### config.mk
export PLATFORM = sky130hd
export DESIGN_NAME = reaction_timer
export DESIGN_NICKNAME = d
export VERILOG_FILES = /design/src/rtl/reaction_timer.sv
export SDC_FILE = /design/constraint.sdc
export NUM_CORES = 1
export LEC_CHECK = 0
export CAP_MARGIN = 15
export CORE_UTILIZATION = 30
export DETAILED_ROUTE_END_ITERATION = 16
export GPL_ROUTABILITY_DRIVEN = 1
export PLACE_DENSITY = 0.59
export REMOVE_ABC_BUFFERS = 1
export SYNTH_ARGS = -nofsm -noshare
export SYNTH_HDL_FRONTEND = slang
export SYNTH_SLANG_ARGS = --single-unit
### constraint.sdc
create_clock -name Clk -period 4.25 [get_ports Clk]
set_clock_uncertainty 0.15 [all_clocks]
set_input_delay 1.0625 -clock Clk [delete_from_list [all_inputs] [get_ports Clk]]
set_output_delay 1.0625 -clock Clk [all_outputs]
set_load 0.005 [all_outputs]
### src/rtl/reaction_timer.sv
// reaction_timer: waits a random delay, lights Led, times the button press.
// Ports: Clk, Rst, Start, Button, RandomValue in; Led, ReactionTime, Done,
//        EarlyPress, Timeout, Busy out. Times are in ms ticks.
module reaction_timer #(
  parameter int CLKS_PER_MS = 1000,
  parameter int MAX_MS      = 9999
) (
  input  logic        Clk,
  input  logic        Rst,
  input  logic        Start,
  input  logic        Button,
  input  logic [13:0] RandomValue,
  output logic        Led,
  output logic [13:0] ReactionTime,
  output logic        Done,
  output logic        EarlyPress,
  output logic        Timeout,
  output logic        Busy
);

  localparam int PW =
    (CLKS_PER_MS > 1) ? $clog2(CLKS_PER_MS) : 1;
  localparam logic [PW-1:0] LAST =
    PW'(CLKS_PER_MS - 1);
  localparam logic [13:0] MAXV  = 14'(MAX_MS);
  localparam logic [13:0] MAXM1 = 14'(MAX_MS - 1);

  typedef enum logic [1:0] {
    S_IDLE,
    S_WAIT,
    S_REACT
  } state_t;

  state_t          state_q, state_d;
  logic [PW-1:0]   presc_q, presc_d;
  logic [13:0]     delay_q, delay_d;
  logic [13:0]     react_q, react_d;
  logic [13:0]     rt_q, rt_d;
  logic            btn_q;
  logic            done_q, done_d;
  logic            early_q, early_d;
  logic            tmo_q, tmo_d;

  logic press;
  logic tick;
  logic last_ms;

  assign press   = Button & ~btn_q;
  assign tick    = (presc_q == LAST);
  // Final tick of REACT: the counter would reach MAX_MS on this edge.
  assign last_ms = tick && (react_q == MAXM1);

  always_ff @(posedge Clk) begin
    if (Rst) begin
      state_q <= S_IDLE;
      presc_q <= '0;
      delay_q <= '0;
      react_q <= '0;
      rt_q    <= '0;
      btn_q   <= Button;
      done_q  <= 1'b0;
      early_q <= 1'b0;
      tmo_q   <= 1'b0;
    end else begin
      state_q <= state_d;
      presc_q <= presc_d;
      delay_q <= delay_d;
      react_q <= react_d;
      rt_q    <= rt_d;
      btn_q   <= Button;
      done_q  <= done_d;
      early_q <= early_d;
      tmo_q   <= tmo_d;
    end
  end

  always_comb begin
    state_d = state_q;
    presc_d = '0;
    delay_d = delay_q;
    react_d = react_q;
    rt_d    = rt_q;
    done_d  = 1'b0;
    early_d = early_q;
    tmo_d   = tmo_q;
    case (state_q)
      S_IDLE: begin
        if (Start) begin
          state_d = S_WAIT;
          delay_d = (RandomValue == 14'd0) ?
                    14'd1 : RandomValue;
          early_d = 1'b0;
          tmo_d   = 1'b0;
        end
      end
      S_WAIT: begin
        presc_d = tick ? '0 : presc_q + 1'b1;
        // Early press beats a coincident final tick.
        if (press) begin
          state_d = S_IDLE;
          presc_d = '0;
          early_d = 1'b1;
          done_d  = 1'b1;
        end else if (tick) begin
          if (delay_q == 14'd1) begin
            state_d = S_REACT;
            presc_d = '0;
            react_d = '0;
          end else begin
            delay_d = delay_q - 14'd1;
          end
        end
      end
      S_REACT: begin
        presc_d = tick ? '0 : presc_q + 1'b1;
        if (press) begin
          state_d = S_IDLE;
          presc_d = '0;
          rt_d    = last_ms ? MAXV : react_q;
          done_d  = 1'b1;
        end else if (last_ms) begin
          state_d = S_IDLE;
          presc_d = '0;
          rt_d    = MAXV;
          tmo_d   = 1'b1;
          done_d  = 1'b1;
        end else if (tick) begin
          react_d = react_q + 14'd1;
        end
      end
      default: begin
        state_d = S_IDLE;
      end
    endcase
  end

  assign Led          = (state_q == S_REACT);
  assign Busy         = (state_q != S_IDLE);
  assign ReactionTime = rt_q;
  assign Done         = done_q;
  assign EarlyPress   = early_q;
  assign Timeout      = tmo_q;

endmodule

After elaboration in Yosys (flattened, before gate mapping)
Index checks and enable logic that the tools add are counted.
Storage, ports and cells
  bits in registers: 58
  bits in latches: 0
  memories kept: 0
  memory bits (read-only): 0
  RAM bits: 0
  logic and storage cells: 86
  input port bits: 18
Cells by class
  shift-type cells: 0
  div/mod/pow operators: 0
  $lt $le $gt $ge: 0
  muxes and demuxes: 40
  reduce and logical (&&, ||, !) cells: 14
  add/sub/neg operators: 3
  multipliers: 0
  bitwise gates (word level): 2
  equality and inequality tests: 18
Operators by type and width (count)
  two-way mux 14 bit: 14
  two-way mux 10 bit: 6
  case mux 14 bit (2 select lines): 2
  case mux 10 bit (2 select lines): 1
  != test 2 bit, second input constant: 8
  adder 14 x 1 -> 14 bit, second input constant: 1
  == test 14 x 1 -> 1 bit, second input constant: 1
  == test 14 bit, second input constant: 1
  zero test 14 bit: 1
  subtractor 14 x 1 -> 14 bit, second input constant: 1
  two-way mux 2 bit: 6
  adder 10 x 1 -> 10 bit, second input constant: 1
  == test 10 bit, second input constant: 1
  nonzero test 2 bit: 5
  AND reduction 4 bit: 2
  two-way mux 1 bit: 7
  AND reduction 7 bit: 1
  != test 3 bit, second input constant: 2
  case mux 1 bit (2 select lines): 3
  case mux 2 bit (3 select lines): 1
  AND reduction 5 bit: 1
  != test 2 x 1 -> 1 bit, second input constant: 2
  != test 3 x 1 -> 1 bit, second input constant: 1
  AND reduction 3 bit: 1
  7 further kinds: 7

Depth between registers and ports, before layout
Gate-level depths: netlist of the first run.
  word-level depth: 6
  gate-level depth with buffers: 9
  mapped depth without buffers: 7

Least setup slack after synthesis of the first run
OpenSTA, ideal clock, no wires.
  kind: input-to-reg
  from: input Button
  to: register delay_q[2]
  data required time: 3984 ps
  data arrival time: 2636 ps
  path slack: 1348 ps
  path buffers: 0
  stages: 5
  path through: nor2b_1 or4_1 a221oi_1 o21ai_1 a31o_2
On the way
  longest elaborated chain between the ends: 3
Ends and longest elaborated chain
  start: declaration: RTL line 11  | input logic Button,
  AND 1 bit: RTL line 48  | assign press = Button & ~btn_q;
  != test 2 bit (no line)
  AND reduction 5 bit (no line)
  end signal: assignment: RTL line 67  | delay_q <= delay_d;
  end: declaration: RTL line 36  | logic [13:0] delay_q, delay_d;
No other way between the ends.
A chain may end at the register's enable or synchronous reset.

Worst setup path in the final report of the first run
  from: register state_q[1]
  to: output Busy
On the way
  longest elaborated chain between the ends: 1
Ends and longest elaborated chain
  start: declaration: RTL line 34  | state_t state_q, state_d;
  start signal: assignment: RTL line 65  | state_q <= state_d;
  nonzero test 2 bit: RTL line 138  | assign Busy = (state_q != S_IDLE);
  end: declaration: RTL line 18  | output logic Busy
No other way between the ends.

==> summary.md, run 1 <==
### Outcome
• run status: complete, no violations

### Clock tree
• clock transition at the registers of the reported paths: 70 ps
• post-CTS setup buffer count: 0
• # clock sinks: 58
• H-tree level count: 3
• cts hold-fix bufs: 0
• worst-case clock buffer depth: 2
• later-pin clock latency in the skew report: 350 ps
• TritonCTS clock tree: built
• CTS-repair resized insts: 0
• root buf cell: sky130_fd_sc_hd__clkbuf_8
• Inserted Clock Buffers: 9

### Floorplan
• I/O pins: 37
• Die Height: 106 µm
• die area: 11200 µm²
• area inside the core boundary: 10400 µm²
• starting utilization of the core area: 0.312
• number of rows in the core area: 37
• horizontal die dimension: 106 µm

### Critical path
• data required time of the critical path: 3040 ps
• kind of capture point of the worst setup path: output port
• number of cells traversed by the worst register-to-register path: 7
• startpoint class of the critical path: register
• crit-path max FO: 13
• arrival time reported for the critical path endpoint: 2000 ps
• kind of critical path: register to output port

### Timing
• unrepaired setup endpoints after global routing: no
• transition time at the pin with the least slew margin: 1100 ps
• count of pins over their slew limit: 0
• total count of hold-check failures in the final report: 0
• Post-Route Hold Slack: 313 ps
• Final Critical Period: 3220 ps
• Rel. slew slack: 0.264
• setup TNS after final layout: 0 ps
• period utilization: 0.757
• achievable clock frequency: 311 MHz
• post-route worst setup slack: 1030 ps
• count of endpoints failing setup in the final report: 0

### Global route
• total grt overflow: 0
• first-pass GRT wire length: 14100 µm
• antenna violations before repair: 0
• pin count of the biggest net entering global routing: 27
• via count of the first global-routing pass: 2922
• GRT Util Overall: 0.158

### Pwr
• total power per unit cell area: 347 nW/µm²
• fraction of power spent switching nets: 0.275
• part of the power in registers: 0.426
• worst vdd rail ir drop: 0.174 mV
• power spent charging and discharging nets: 0.374 mW
• internal cell power: 0.988 mW
• static leakage: 1.31 nW
• combinational share of power: 0.151
• part of the power in the clock network: 0.424

### Logic synthesis
• area fraction in compound gates after synthesis: 0.226
• register bit total from synthesis: 58
• multiplexer share of the synthesized area: 0.0344
• top cell type's share of synthesized area: 0.359
• total number of yosys warnings: 0
• count of cell types in the netlist: 69
• number of flops mapped to enable cells by yosys: 0
• async set or reset register ratio after synthesis: 0
• commonest cells in the netlist: sky130_fd_sc_hd__dfxtp_1 (58), sky130_fd_sc_hd__nor2_1 (35), sky130_fd_sc_hd__a21oi_1 (32)
• top-count cell post-synth: sky130_fd_sc_hd__dfxtp_1
• number of cells produced by synthesis: 382
• dominant combinational cell family by area after synthesis: simple AND/OR/NAND/NOR gates
• cell accounting for the most synthesized area: sky130_fd_sc_hd__dfxtp_1
• area of the mapped netlist: 3230 µm²
• leading post-synthesis cells by cell area: sky130_fd_sc_hd__dfxtp_1 (36%), sky130_fd_sc_hd__a21oi_1 (5.0%), sky130_fd_sc_hd__or4_1 (4.4%)
• average cell area after synthesis: 8.47 µm²
• area share of xor/xnor cells in the synthesized design: 0.0244
• dominant register cell in the synthesized netlist: sky130_fd_sc_hd__dfxtp_1
• fraction of the yosys area taken by sequential cells: 0.359
• fraction of the mapped netlist area in simple logic gates: 0.273
• post-synthesis adder-cell area fraction: 0.0309

### Detailed routing
• detail-routed via count per cell: 5.47
• DRC errors left: 0
• wire length after detailed routing: 8630 µm
• WL/cell: 15.5 µm
• via count: 3044
• first-pass iteration count of the detailed router: 4
• number of nets with antenna violations after routing: 0
• DRC violation total after the first TritonRoute iteration: 140

### Placed design
• HPWL after DPL: 6120 µm
• count of input and output buffers: 36
• final RePlAce weighted congestion: 0.827
• Setup Slack @ Placement: 681 ps

### Layout
• layout cells sized above 1: 0.102
• number of fill cells in the layout: 1054
• antenna diode instance count: 0
• layout overhead on the synthesized area: 21.5%
• final-stage net count: 441

### Flow run
• Max Cap Viol: 0

### Hold path
• number of cells on the worst hold path: 1
• type of the most critical hold path: register to register

placed cells by master, fill, tap and decap left out, drive strengths merged, types with 5 or more instances in the layout:
master	n
clkbuf	11
a31oi	7
nand3	22
xor2	5
nor2	36
o31ai	9
o21ai	18
nor4	12
nand2	22
a21oi	32
nor3	7
clkdlybuf4s50	36
a32oi	5
dfxtp	58
inv	15
or4	21
buf	8
mux2i	10
ha	8
or3	7
metrics by stage:
step	cells	util	instance area [µm²]	power, mW
2_1_floorplan	360	-	3120	0.718
3_3_place_gp	540	0.358	3710	0.791
3_5_place_dp	540	0.358	3710	0.794
4_1_cts	556	0.379	3930	1.38
5_1_grt	556	0.379	3930	1.42
6_report	556	0.379	3930	1.36
area by class of cell:
type	count	area, µm²	area share
flip-flops and latches	58	1160	0.295
well taps	136	170	0.0433
clock inverters	5	77.6	0.0197
clock buffers	11	141	0.0360
repair buffers	44	420	0.107
inverters	15	56.3	0.0143
multi-input cells	287	1900	0.484
layer usage:
metal	track usage	routed length, µm	part of all wire
met4	0.0685	177	0.021
met5	0	0	0
met2	0.251	3980	0.46
met3	0.0346	407	0.047
met1	0.205	4060	0.47
kinds of logic (layout without fill, tap and decap cells):
group	after synthesis	count (layout)
AO/OA/AOI/OAI	108	108
XOR/XNOR	9	9
adder cells (fa/ha/maj)	8	8
buffers and inverters	37	75
flip-flops	58	58
multiplexers	11	11
AND/OR/NAND/NOR	151	151
flip-flops by register name, indices dropped and copies added, names as in the netlist:
signal,count
react_q,14
Done,1
state_q,2
EarlyPress,1
presc_q,10
Timeout,1
ReactionTime,14
delay_q,14
btn_q,1
final timing paths:
kind	start	slack, ps	endpoint
setup / recovery	state_q[1]	1030	Busy
hold / removal	presc_q[0]	310	presc_q[0]
setup reg to reg	presc_q[0]	1150	react_q[10]
hold reg to reg	presc_q[0]	310	presc_q[0]
critical path, cell delays in order (launching register included):
cell and delay, ps:
sky130_fd_sc_hd__dfxtp_1 320, sky130_fd_sc_hd__inv_1 110, sky130_fd_sc_hd__ha_1 470, sky130_fd_sc_hd__inv_1 260, sky130_fd_sc_hd__clkdlybuf4s50_1 500
power groups by stage:
stage | combinational, mW | clock, mW | sequential (mW)
3_3_place_gp | 0.200 | 0 | 0.591
4_1_cts | 0.204 | 0.597 | 0.579
3_5_place_dp | 0.203 | 0 | 0.592
5_1_grt | 0.224 | 0.610 | 0.582
2_1_floorplan | 0.133 | 0 | 0.586
6_report | 0.205 | 0.577 | 0.580
Power figures use the tool's default switching activity.
==> inputs of run 2 (changes only) <==
- PLACE_DENSITY: 0.59 -> 0.61
- clock period: 4.25 -> 2.8 ns (I/O delays scaled with it)
==> summary.md, run 2 (synthesis gave the netlist of run 1 again) <==
### Timing
• total count of hold-check failures in the final report: 0, unchanged
• period utilization: 0.952
• unrepaired setup endpoints after global routing: no
• Post-Route Hold Slack: 323 ps, +10.5 ps
• Final Critical Period: 2670 ps
• count of endpoints failing setup in the final report: 0, unchanged
• achievable clock frequency: 375 MHz
• count of pins over their slew limit: 0, unchanged
• Rel. slew slack: 0.587, +0.323
• transition time at the pin with the least slew margin: 619 ps, -478 ps

### Floorplan
• Die Height: 106 µm, unchanged
• die area: 11200 µm², unchanged
• starting utilization of the core area: 0.312, unchanged
• number of rows in the core area: 37, unchanged
• area inside the core boundary: 10400 µm², unchanged
• I/O pins: 37, unchanged
• horizontal die dimension: 106 µm, unchanged

### Detailed routing
• DRC errors left: 0, unchanged
• number of nets with antenna violations after routing: 0, unchanged
• via count: 3177, +4.4%
• wire length after detailed routing: 8940 µm, +3.6%
• DRC violation total after the first TritonRoute iteration: 164, +17%
• WL/cell: 14.8 µm, -4.5%
• first-pass iteration count of the detailed router: 4, unchanged
• detail-routed via count per cell: 5.27, -3.8%

### Clock tree
• CTS-repair resized insts: 0, unchanged
• clock transition at the registers of the reported paths: 70 ps, about the same
• cts hold-fix bufs: 0, unchanged
• worst-case clock buffer depth: 2, unchanged
• TritonCTS clock tree: built
• # clock sinks: 58, unchanged
• Inserted Clock Buffers: 9, unchanged
• later-pin clock latency in the skew report: 340 ps, about the same
• post-CTS setup buffer count: 0, unchanged
• root buf cell: sky130_fd_sc_hd__clkbuf_8
• H-tree level count: 3, unchanged

### Layout
• layout overhead on the synthesized area: 31.4%
• final-stage net count: 488, +11%
• layout cells sized above 1: 0.195, +0.0925
• most used cells in the layout excluding fill and tap cells: sky130_fd_sc_hd__dfxtp_1 (58), sky130_fd_sc_hd__buf_4 (55), sky130_fd_sc_hd__clkdlybuf4s50_1 (36)
• antenna diode instance count: 0, unchanged
• number of fill cells in the layout: 1063, +0.85%
• filler-free cell count of the finished design: 603, +8.5%
• area of all placed cells without fillers: 4250 µm², +8.1%
• most common library cell in the layout ignoring fill and taps: sky130_fd_sc_hd__dfxtp_1
• final core area utilization: 0.410, +0.0308

### Placed design
• HPWL after DPL: 6830 µm, +12%
• final RePlAce weighted congestion: 0.837, +1.2%
• count of input and output buffers: 36, unchanged
• Placed Instances: 587, +8.7%
• Cell Area, Placed: 4070 µm², +9.5%

### Global route
• antenna violations before repair: 0, unchanged
• first-pass GRT wire length: 14800 µm, +5.1%
• GRT Util Overall: 0.167, +0.00904
• total grt overflow: 0, unchanged
• via count of the first global-routing pass: 3098, +6.0%
• pin count of the biggest net entering global routing: 23, -15%

### Critical path
• startpoint class of the critical path: primary input
• arrival time reported for the critical path endpoint: 2730 ps, +730 ps
• crit-path max FO: 6, -7
• kind of capture point of the worst setup path: register
• data required time of the critical path: 2860 ps, -180 ps
• kind of critical path: primary input to register

### Pwr
• static leakage: 1.52 nW, +16%
• total power per unit cell area: 450 nW/µm², +30%
• worst vdd rail ir drop: 0.220 mV, +26%

### Outcome
• run status: complete, no violations

### Flow run
• Max Cap Viol: 0, unchanged

### Hold path
• type of the most critical hold path: register to register

run 2: power breakdown:
| group | internal [mW] | leakage, nW | total [mW] | switching [mW] |
|---|---|---|---|---|
| combinational | 0.152 | 0.966 | 0.347 | 0.194 |
| sequential | 0.849 | 0.470 | 0.879 | 0.0296 |
| clock | 0.340 | 0.0851 | 0.686 | 0.345 |
run 2: cell type report:
cell class / count / area [µm²] / share of cell area
multi-input combinational: 287 / 1920 / 0.451
sequential: 58 / 1160 / 0.273
timing repair buffer: 91 / 773 / 0.182
tap: 136 / 170 / 0.0400
clock buffer: 11 / 141 / 0.0333
inverter: 15 / 56.3 / 0.0132
clock inverter: 5 / 30.0 / 0.00707
run 2: path summary, 6_finish.rpt:
path                        start              end  slack [ps]  cells past startpoint
hold / removal    ReactionTime[4]  ReactionTime[4]         320                      2
setup / recovery           Button      delay_q[11]         130                      7
setup reg to reg       presc_q[0]  ReactionTime[2]         170                      7
hold reg to reg   ReactionTime[4]  ReactionTime[4]         320                      2
run 2: per-layer routing:
layer,vias up,global-route usage,part of all wire
li1,1616,-,-
met1,1481,0.214,0.47
met2,73,0.273,0.47
met3,7,0.0445,0.050
met4,0,0.0506,0.011
met5,-,0,0
run 2: critical path, cell delays in order:
cell                              delay (ps)
sky130_fd_sc_hd__clkdlybuf4s50_1         420
sky130_fd_sc_hd__nor2b_1                 170
sky130_fd_sc_hd__or4_1                   580
sky130_fd_sc_hd__a221o_1                 410
sky130_fd_sc_hd__buf_4                   190
sky130_fd_sc_hd__o21ai_0                 170
sky130_fd_sc_hd__a21oi_1                  80
run 2: through the flow:
step	TNS (ps)	total power, mW	worst slack (ps)
finish	0	1.91	134
global route	0	2.02	4.62
CTS	0	1.93	32.1
detailed placement	-3700	1.24	-196
global placement	-2890	1.23	-171
floorplan	0	1.09	167
